$ cat src/rtl/i2s_receiver_if.sv
// i2s_receiver_if: codec serial pins plus parallel sample outputs of i2s_receiver.
// The peak meter signal exists only when I2S_RX_PEAK_EN is defined.
interface i2s_receiver_if #(parameter int DATA_W = 16);
  logic audio_sck, audio_lrck, audio_sdout;
  logic [DATA_W-1:0] lChannel, rChannel;
  logic sample_valid, frame_err;
`ifdef I2S_RX_PEAK_EN
  logic [DATA_W-1:0] peak;
`endif
  modport master (
    output audio_sck, audio_lrck, audio_sdout,
    input lChannel, rChannel, sample_valid, frame_err
`ifdef I2S_RX_PEAK_EN
    , input peak
`endif
  );
  modport slave (
    input audio_sck, audio_lrck, audio_sdout,
    output lChannel, rChannel, sample_valid, frame_err
`ifdef I2S_RX_PEAK_EN
    , output peak
`endif
  );
endinterface

$ cat src/rtl/i2s_receiver.sv
// i2s_receiver: oversampling Philips I2S deserializer delivering 16-bit L/R pairs with a valid pulse.
// Define I2S_RX_PEAK_EN to add the decaying peak level meter.
module i2s_receiver #(parameter int DATA_W = 16) (
  input logic clk,
  input logic rst,
  i2s_receiver_if.slave bus
);
  localparam logic [1:0] SYNC = 2'd0, LEFT = 2'd1, RIGHT = 2'd2;
  logic [1:0] sckSync, lrSync, sdSync, state;
  logic sckPrev, lrQ, sckRise, boundary, deliver, sampleValid, frameErr;
  logic [DATA_W-1:0] shreg, bitMask, lHold, lChannel, rChannel;
  assign sckRise = sckSync[1] & ~sckPrev;
  assign boundary = sckRise & (lrSync[1] != lrQ);
  assign deliver = boundary & (state == RIGHT);
  // bitMask walks a single one from MSB down; once empty, further bits in the word are dropped
  always_ff @(posedge clk) begin
    if (rst) begin
      sckSync <= '0;
      lrSync <= '0;
      sdSync <= '0;
      sckPrev <= 1'b0;
      lrQ <= 1'b0;
      state <= SYNC;
      shreg <= '0;
      bitMask <= '0;
      lHold <= '0;
      lChannel <= '0;
      rChannel <= '0;
      sampleValid <= 1'b0;
      frameErr <= 1'b0;
    end else begin
      sckSync <= {sckSync[0], bus.audio_sck};
      lrSync <= {lrSync[0], bus.audio_lrck};
      sdSync <= {sdSync[0], bus.audio_sdout};
      sckPrev <= sckSync[1];
      sampleValid <= deliver;
      if (sckRise) begin
        lrQ <= lrSync[1];
        if (boundary) begin
          shreg <= '0;
          bitMask <= {1'b1, {(DATA_W-1){1'b0}}};
          state <= state == SYNC ? (lrSync[1] ? SYNC : LEFT) : state == LEFT ? RIGHT : LEFT;
          if (state == LEFT) lHold <= shreg;
          if (deliver) begin
            lChannel <= lHold;
            rChannel <= shreg;
          end
          if (state != SYNC && bitMask != '0) frameErr <= 1'b1;
        end else begin
          shreg <= shreg | (bitMask & {DATA_W{sdSync[1]}});
          bitMask <= bitMask >> 1;
        end
      end
    end
  end
  assign bus.lChannel = lChannel;
  assign bus.rChannel = rChannel;
  assign bus.sample_valid = sampleValid;
  assign bus.frame_err = frameErr;
`ifdef I2S_RX_PEAK_EN
  localparam logic [DATA_W-1:0] MAG_MIN = {1'b1, {(DATA_W-1){1'b0}}};
  localparam logic [DATA_W-1:0] MAG_MAX = {1'b0, {(DATA_W-1){1'b1}}};
  function automatic logic [DATA_W-1:0] magnitude(input logic [DATA_W-1:0] x);
    return x == MAG_MIN ? MAG_MAX : x[DATA_W-1] ? -x : x;
  endfunction
  logic [DATA_W-1:0] peakReg, lMag, rMag, frameMag;
  assign lMag = magnitude(lHold);
  assign rMag = magnitude(shreg);
  assign frameMag = lMag > rMag ? lMag : rMag;
  // updates alongside the delivered pair, so peak reflects exactly the samples on lChannel/rChannel
  always_ff @(posedge clk) begin
    if (rst) peakReg <= '0;
    else if (deliver) peakReg <= frameMag > peakReg ? frameMag : peakReg - (peakReg >> 6);
  end
  assign bus.peak = peakReg;
`endif
endmodule

$ cat src/flat_wrapper.sv
// flat-port wrapper written by rule: the top's interface ports become plain ports
module i2s_receiver_flat 
#(parameter int DATA_W = 16)
  (clk, rst, bus_audio_sck, bus_audio_lrck, bus_audio_sdout, bus_lChannel, bus_rChannel, bus_sample_valid, bus_frame_err);
  i2s_receiver_if #(.DATA_W(DATA_W)) bus_i ();
  input logic clk;
  input logic rst;
  input wire logic [$bits(bus_i.audio_sck)-1:0] bus_audio_sck;
  input wire logic [$bits(bus_i.audio_lrck)-1:0] bus_audio_lrck;
  input wire logic [$bits(bus_i.audio_sdout)-1:0] bus_audio_sdout;
  output wire logic [$bits(bus_i.lChannel)-1:0] bus_lChannel;
  output wire logic [$bits(bus_i.rChannel)-1:0] bus_rChannel;
  output wire logic [$bits(bus_i.sample_valid)-1:0] bus_sample_valid;
  output wire logic [$bits(bus_i.frame_err)-1:0] bus_frame_err;
  assign bus_i.audio_sck = bus_audio_sck;
  assign bus_i.audio_lrck = bus_audio_lrck;
  assign bus_i.audio_sdout = bus_audio_sdout;
  assign bus_lChannel = bus_i.lChannel;
  assign bus_rChannel = bus_i.rChannel;
  assign bus_sample_valid = bus_i.sample_valid;
  assign bus_frame_err = bus_i.frame_err;
  i2s_receiver #(.DATA_W(DATA_W)) u_core (.clk(clk), .rst(rst), .bus(bus_i));
endmodule
$ cat config.mk
export PLATFORM = sky130hd
export DESIGN_NAME = i2s_receiver_flat
export DESIGN_NICKNAME = d
export VERILOG_FILES = /design/src/rtl/i2s_receiver_if.sv /design/src/rtl/i2s_receiver.sv /design/src/flat_wrapper.sv
export SDC_FILE = /design/constraint.sdc
export NUM_CORES = 1
export LEC_CHECK = 0
export CORE_MARGIN = 4
export CORE_UTILIZATION = 50
export DETAILED_ROUTE_END_ITERATION = 8
export PLACE_DENSITY_LB_ADDON = 0.25
export SKIP_CTS_REPAIR_TIMING = 1
export SLEW_MARGIN = 40
export SYNTH_ARGS = -nofsm -noshare
export SYNTH_HDL_FRONTEND = slang
export SYNTH_SLANG_ARGS = --single-unit
$ cat constraint.sdc
create_clock -name clk -period 2.2 [get_ports clk]
set_input_delay 0.33 -clock clk [delete_from_list [all_inputs] [get_ports clk]]
set_output_delay 0.33 -clock clk [all_outputs]
set_load 0.005 [all_outputs]
==> results of run 1 <==
sequential cells by signal, summed over array words and instances, names as in the netlist, 16 cells and up:
name and flops:
u_core.shreg 16, u_core.lHold 16, u_core.bitMask 16, u_core.bus.rChannel 16
u_core.bus.lChannel 16
critical path, cell delays in order (launching register included):
cell and delay [ns]:
dfxtp_1 0.41, xor2_1 0.21, nor4b_2 0.64, buf_4 0.27, a22o_1 0.14
power groups by stage:
stage	Sequential, mW	Clock, mW	Combinational, mW
3_5_place_dp	1.71	0	0.0761
5_1_grt	1.67	1.39	0.0838
4_1_cts	1.67	1.31	0.0766
3_3_place_gp	1.71	0	0.0746
6_report	1.67	1.28	0.0760
2_1_floorplan	1.71	0	0.0563
stage by stage:
stage / power, mW / cells / cell area (um^2)
5_1_grt: 3.15 / 419 / 4050
3_3_place_gp: 1.79 / 403 / 3820
4_1_cts: 3.06 / 419 / 4050
2_1_floorplan: 1.77 / 299 / 3360
6_report: 3.03 / 419 / 4050
3_5_place_dp: 1.79 / 403 / 3820
layout make-up:
cell class                 count  area, um^2
tap                           77        96.3
clock inverter                 5         100
multi-input combinational    187        1440
sequential                    92        1840
clock buffer                  11         131
fill                         526        2370
timing repair buffer          47         443
metal layers:
metal  up-vias  share of wire  global-route usage
met2        40           0.45               0.241
met1      1028           0.50               0.199
met5         -              0                   0
met3        12          0.036              0.0275
met4         0          0.021              0.0804
li1       1109              -                   -
cells in the mapped netlist:
cell and number:
xnor2_1 1, nand4b_1 2, mux2i_1 48, nand2b_1 66, nor4b_2 1, nor3_1 2
nor2_1 4, nor4b_4 1, xor2_1 1, a21oi_1 6, buf_2 5, buf_1 1
nor4b_1 1, nor2b_1 10, o21ai_0 1, nand2_1 5, and4_1 1, a31oi_1 2
clkbuf_1 13, a22o_1 28, nand3_1 1, nor4_1 5, buf_6 1, dfxtp_1 92
o41ai_1 1
worst min-delay path by stage:
stage	start	cells after the start	end
after detailed placement	u_core.sckSync[0]$_SDFF_PP0_	1	u_core.sckSync[1]$_SDFF_PP0_
final	rst	3	u_core.shreg[7]$_SDFFE_PP0P_
after CTS	rst	3	u_core.shreg[9]$_SDFFE_PP0P_
after floorplan	u_core.lrSync[0]$_SDFF_PP0_	1	u_core.lrSync[1]$_SDFF_PP0_
after global routing	rst	3	u_core.shreg[7]$_SDFFE_PP0P_
after global placement	u_core.sckSync[0]$_SDFF_PP0_	1	u_core.sckSync[1]$_SDFF_PP0_
cell families after synthesis:
| group | Yosys count |
|---|---|
| mux | 48 |
| buf+inv | 20 |
| flops | 92 |
| compound gates | 38 |
| xor+xnor | 2 |
| simple gates | 99 |
==> reports/summary.txt, run 1 <==
GRT
--------------------------------------------------------------------------------------
GRT Resource Usage Total                                                         0.152
Global-route wire length before repair                                        10100 um
Total congestion overflow after global routing                                       0
Number of global-route vias before repair                                         2112
Largest net degree at the start of global routing                                   50
Initial antenna violation count                                                      0

HOLD PATH
--------------------------------------------------------------------------------------
Type of the tightest min-delay check                                         in -> reg

PWR
--------------------------------------------------------------------------------------
Sw Share                                                                         0.189
P_int                                                                          2.46 mW
Part of the power in combinational logic                                         0.025
Sequential group share of total power                                            0.552
Leakage power summed over all cells                                            1.55 nW
Portion of total power attributed to the clock network                           0.423
Power per Cell Area                                                        748 mW/mm^2
Peak supply drop                                                              0.446 mV
Switching power                                                               0.574 mW

CLOCK TREE
--------------------------------------------------------------------------------------
Number of H-tree levels                                                              3
Maximum buffer depth of the clock tree                                               2
Sinks on Clock Net                                                                  92
CTS clk-pin slew, worst paths                                                  0.08 ns
Clock buffer count from CTS                                                          9
Clock network latency to the later pin of the worst-skew pair                  0.35 ns
CTS Root Buffer Type                                                          clkbuf_8
Clock tree from TritonCTS                                                        built

CRITICAL PATH
--------------------------------------------------------------------------------------
Flop-to-flop setup slack                                                       0.47 ns
Arrival time worst endpoint                                                    2.02 ns
RR Endpoint                                                               u_core.shreg[4]$_SDFFE_PP0P_
Reg-to-reg critical path startpoint                                       u_core.lrSync[1]$_SDFF_PP0_
CP Capture Point                                                          u_core.shreg[4]$_SDFFE_PP0P_
Critical Path Start Type                                                          flop
Data required time at the worst endpoint                                       2.48 ns
Depth of the worst register-to-register path                                         4
Maximum fanout encountered on the critical timing path                               9
Critical Path End Type                                                            flop
Path type of the worst setup path                                           reg -> reg
Beginning of the critical path                                            u_core.lrSync[1]$_SDFF_PP0_

TIMING
--------------------------------------------------------------------------------------
Least setup slack across all paths after layout                               0.468 ns
Actual transition at the worst max-transition pin                             0.682 ns
Relative slew slack                                                              0.544
Period utilization                                                               0.787
Number of pins with negative max-slew slack in the final report                      0
RSZ-0062 raised after global routing                                                no
Fmax                                                                           577 MHz
Final Hold Violating Endpoints                                                       0
Setup clock skew after layout                                               0.00743 ns
Final setup violation count                                                          0
Smallest hold slack                                                           0.439 ns
Total Negative Setup Slacks                                                       0 ns
Tmin final                                                                     1.73 ns

LOGIC SYNTHESIS
--------------------------------------------------------------------------------------
Xor/xnor cell area share of the yosys netlist                                  0.00521
Compound-cell area share of the yosys netlist                                   0.0898
Area of the mapped netlist                                                0.00336 mm^2
Synthesized-area fraction occupied by adder cells                                    0
Area share of the largest cell type after synthesis                              0.548
Mean area per synthesized cell                                               11.2 um^2
Simple-gate share of the synthesized area                                        0.187
Register area share after synthesis                                              0.548
Mux share of post-synthesis cell area                                            0.143
Total of warnings raised by yosys                                                    0
Largest area contributor in the netlist                                        dfxtp_1
Post-Synthesis Cells                                                               299
Number of nets in the synthesized netlist                                          304
Number of distinct library cells after synthesis                                    25
Top cells by area in the synthesized netlist                              dfxtp_1, mux2i_1, nand2b_1
Combinational family with the most area after synthesis                   simple AND/OR/NAND/NOR gates
Synthesis-stage register bit count                                                  92

PLACED DESIGN
--------------------------------------------------------------------------------------
Weighted congestion reported at the end of routability-driven placement          0.744
Pre-CTS setup slack                                                           0.495 ns
Half-perimeter wire length after placement                                     3960 um
Number of buffer cells added on primary ports                                       38

RUN
--------------------------------------------------------------------------------------
Max-cap violation count                                                              0

FLOORPLAN
--------------------------------------------------------------------------------------
Ports placed on the boundary                                                        39
Die area                                                                  0.00809 mm^2
Die height                                                                     90.0 um
Core Area                                                                 0.00642 mm^2
Initial standard-cell utilization of the core                                    0.523
Floorplan die width                                                            90.0 um
Number of core rows                                                                 29

DRT
--------------------------------------------------------------------------------------
Detailed Routing Iterations Pass 1                                                   4
Total wire length                                                              5820 um
Initial DRC count                                                                   85
Post-detailed-route via-to-cell ratio                                             5.22
ANT nets after route                                                                 0
Via count of the routed design                                                    2189
WL per Instance                                                                13.9 um
DRC violation count after routing                                                    0

FINAL LAYOUT
--------------------------------------------------------------------------------------
Number of antenna cells inserted                                                     0
Commonest non-fill, non-tap cell in the layout                                 dfxtp_1
Leading cell types in the layout, fill and taps excluded                  dfxtp_1, nand2b_1, mux2i_1, clkdlybuf4s50_1, a22o_1
Area Growth Syn to Fin                                                           20.6%
Share of layout cells above drive strength 1                                    0.0819
Utilization after layout                                                         0.631
Net total in the final layout                                                      342

RUN STATUS
--------------------------------------------------------------------------------------
Status                                                                    complete, no violations

Note: power is estimated with default switching activity, not from simulation.
==> run 2, diff against run 1 <==
--- a/config.mk
+++ b/config.mk
@@ -6,7 +6,7 @@
 export NUM_CORES = 1
 export LEC_CHECK = 0
 export CORE_MARGIN = 4
-export CORE_UTILIZATION = 50
+export CORE_UTILIZATION = 49
 export DETAILED_ROUTE_END_ITERATION = 8
 export PLACE_DENSITY_LB_ADDON = 0.25
 export SKIP_CTS_REPAIR_TIMING = 1
==> constraint.sdc (replaced) <==
create_clock -name clk -period 1.45 [get_ports clk]
set_input_delay 0.2175 -clock clk [delete_from_list [all_inputs] [get_ports clk]]
set_output_delay 0.2175 -clock clk [all_outputs]
set_load 0.005 [all_outputs]
==> run 2 against run 1 <==
Effect of this change: global-route usage is 0.30 points lower; final area rose by 3.4%; critical endpoint is now bus_rChannel[12]; via count increased by 0.27%; non-clock buffer count rose by 2; clock power is 35% higher; cell count increased by 0.48%; power grew 45%; utilization is 1.4 points higher; clock skew up 0.0044 ns; wire length rose by 2.7%; first-iteration DRC count is 5.9% higher; combinational power increased by 74%.
==> reports/summary.txt, run 2 (synthesis results as in run 1) <==
TIMING
--------------------------------------------------------------------------------------
Relative slew slack                                                              0.637
Actual transition at the worst max-transition pin                             0.544 ns
Least setup slack across all paths after layout                              0.0352 ns
Period utilization                                                               0.976
Setup clock skew after layout                                                0.0118 ns
Smallest hold slack                                                           0.129 ns
Tmin final                                                                     1.41 ns
Final Hold Violating Endpoints                                                       0
RSZ-0062 raised after global routing                                               yes
Number of pins with negative max-slew slack in the final report                      0
Final setup violation count                                                          0
Fmax                                                                           707 MHz

PLACED DESIGN
--------------------------------------------------------------------------------------
Weighted congestion reported at the end of routability-driven placement          0.738
Pre-CTS setup slack                                                         0.00483 ns
Number of buffer cells added on primary ports                                       38
DP Area                                                                   0.00390 mm^2
Half-perimeter wire length after placement                                     4020 um

CRITICAL PATH
--------------------------------------------------------------------------------------
Path type of the worst setup path                                           reg -> out
RR Endpoint                                                               u_core.lHold[14]$_SDFFE_PP0P_
Beginning of the critical path                                            u_core.bus.rChannel[12]$_SDFFE_PP0P_
CP Capture Point                                                          bus_rChannel[12]
Buffers & Inverters on Critical Path                                                 1
Critical Path End Type                                                    primary output
Data required time at the worst endpoint                                       1.23 ns
CP top delay family                                                       buffers and inverters
Critical Path Start Type                                                          flop
Arrival time worst endpoint                                                    1.20 ns
Flop-to-flop setup slack                                                       0.07 ns
Crit-path slowest cell                                                    clkdlybuf4s50_1
Highest cell delay on the worst timing path                                    0.50 ns
Worst path cell trace                                                     clkdlybuf4s50_1
Depth of the worst register-to-register path                                         4
CP Depth                                                                             1
Reg-to-reg critical path startpoint                                       u_core.lrSync[1]$_SDFF_PP0_
Maximum fanout encountered on the critical timing path                               2

PWR
--------------------------------------------------------------------------------------
Peak supply drop                                                              0.553 mV
Sequential group share of total power                                            0.578
Portion of total power attributed to the clock network                           0.392
Power per Cell Area                                                       1050 mW/mm^2
Leakage power summed over all cells                                            1.84 nW
P_int                                                                          3.41 mW
Part of the power in combinational logic                                         0.030
Switching power                                                               0.993 mW
Sw Share                                                                         0.226

FLOORPLAN
--------------------------------------------------------------------------------------
Floorplan die width                                                            90.8 um
Ports placed on the boundary                                                        39
Die area                                                                  0.00824 mm^2
Number of core rows                                                                 29
Initial standard-cell utilization of the core                                    0.517
Die height                                                                     90.8 um
Core Area                                                                 0.00649 mm^2

DRT
--------------------------------------------------------------------------------------
Via count of the routed design                                                    2195
Total wire length                                                              5980 um
Detailed Routing Iterations Pass 1                                                   4
Post-detailed-route via-to-cell ratio                                             5.21
WL per Instance                                                                14.2 um
DRC violation count after routing                                                    0
Initial DRC count                                                                   90
ANT nets after route                                                                 0

FINAL LAYOUT
--------------------------------------------------------------------------------------
Commonest non-fill, non-tap cell in the layout                                 dfxtp_1
Utilization after layout                                                         0.645
Design area                                                               0.00419 mm^2
Area Growth Syn to Fin                                                           24.7%
Net total in the final layout                                                      344
Number of antenna cells inserted                                                     0
Share of layout cells above drive strength 1                                     0.169
Filler cell count                                                                  506
Leading cell types in the layout, fill and taps excluded                  dfxtp_1, nand2b_1, mux2i_1, a22o_1, clkdlybuf4s50_1

CLOCK TREE
--------------------------------------------------------------------------------------
Sinks on Clock Net                                                                  92
Clock tree from TritonCTS                                                        built
Clock network latency to the later pin of the worst-skew pair                  0.36 ns
CTS clk-pin slew, worst paths                                                  0.10 ns
CTS Root Buffer Type                                                          clkbuf_8
Number of H-tree levels                                                              3
Maximum buffer depth of the clock tree                                               2
Clock buffer count from CTS                                                          9

RUN STATUS
--------------------------------------------------------------------------------------
Status                                                                    complete, no violations

GRT
--------------------------------------------------------------------------------------
Global-route wire length before repair                                        10100 um
Largest net degree at the start of global routing                                   59
Total congestion overflow after global routing                                       0
Number of global-route vias before repair                                         2120
Initial antenna violation count                                                      0
GRT Resource Usage Total                                                         0.149

RUN
--------------------------------------------------------------------------------------
Max-cap violation count                                                              0

HOLD PATH
--------------------------------------------------------------------------------------
Type of the tightest min-delay check                                         in -> reg

run 2: per-stage QoR:
stage | TNS [ns] | instances | power (mW)
final | 0 | 421 | 4.40
after global routing | -0.0231 | 421 | 4.55
after CTS | -0.0935 | 420 | 4.43
after detailed placement | 0 | 404 | 2.73
after global placement | 0 | 404 | 2.73
after floorplan | -0.582 | 299 | 2.69
run 2: per-layer routing:
| layer | up-vias | wire, um | global-route usage |
|---|---|---|---|
| met5 | - | 0 | 0 |
| met4 | 0 | 136 | 0.0791 |
| met3 | 13 | 218 | 0.0317 |
| met2 | 35 | 2550 | 0.221 |
| met1 | 1027 | 3080 | 0.204 |
| li1 | 1120 | - | - |
run 2: cell type report:
class	instances	area, um^2	share of cell area
clock buffer	9	124	0.0296
clock inverter	7	73.8	0.0176
multi-input combinational	187	1480	0.353
sequential	92	1870	0.447
tap	77	96.3	0.0230
timing repair buffer	49	547	0.131
run 2: worst min path at each step:
stage / from / end / slack (ns) / cells after the start
after CTS: rst / u_core.bitMask[14]$_SDFFE_PP0P_ / 0.11 / 2
after detailed placement: u_core.lrSync[0]$_SDFF_PP0_ / u_core.lrSync[1]$_SDFF_PP0_ / 0.43 / 1
after floorplan: bus_audio_lrck / u_core.lrSync[0]$_SDFF_PP0_ / 0.35 / 1
after global placement: u_core.sdSync[0]$_SDFF_PP0_ / u_core.sdSync[1]$_SDFF_PP0_ / 0.42 / 1
after global routing: rst / u_core.bitMask[14]$_SDFFE_PP0P_ / 0.15 / 2
final: rst / u_core.bitMask[14]$_SDFFE_PP0P_ / 0.13 / 2
run 2: power by group through the flow:
stage / logic [mW] / registers, mW / clock network [mW]
floorplan: 0.0912 / 2.60 / 0
global placement: 0.129 / 2.60 / 0
global route: 0.142 / 2.54 / 1.86
detailed placement: 0.130 / 2.60 / 0
finish: 0.132 / 2.54 / 1.73
CTS: 0.130 / 2.54 / 1.76
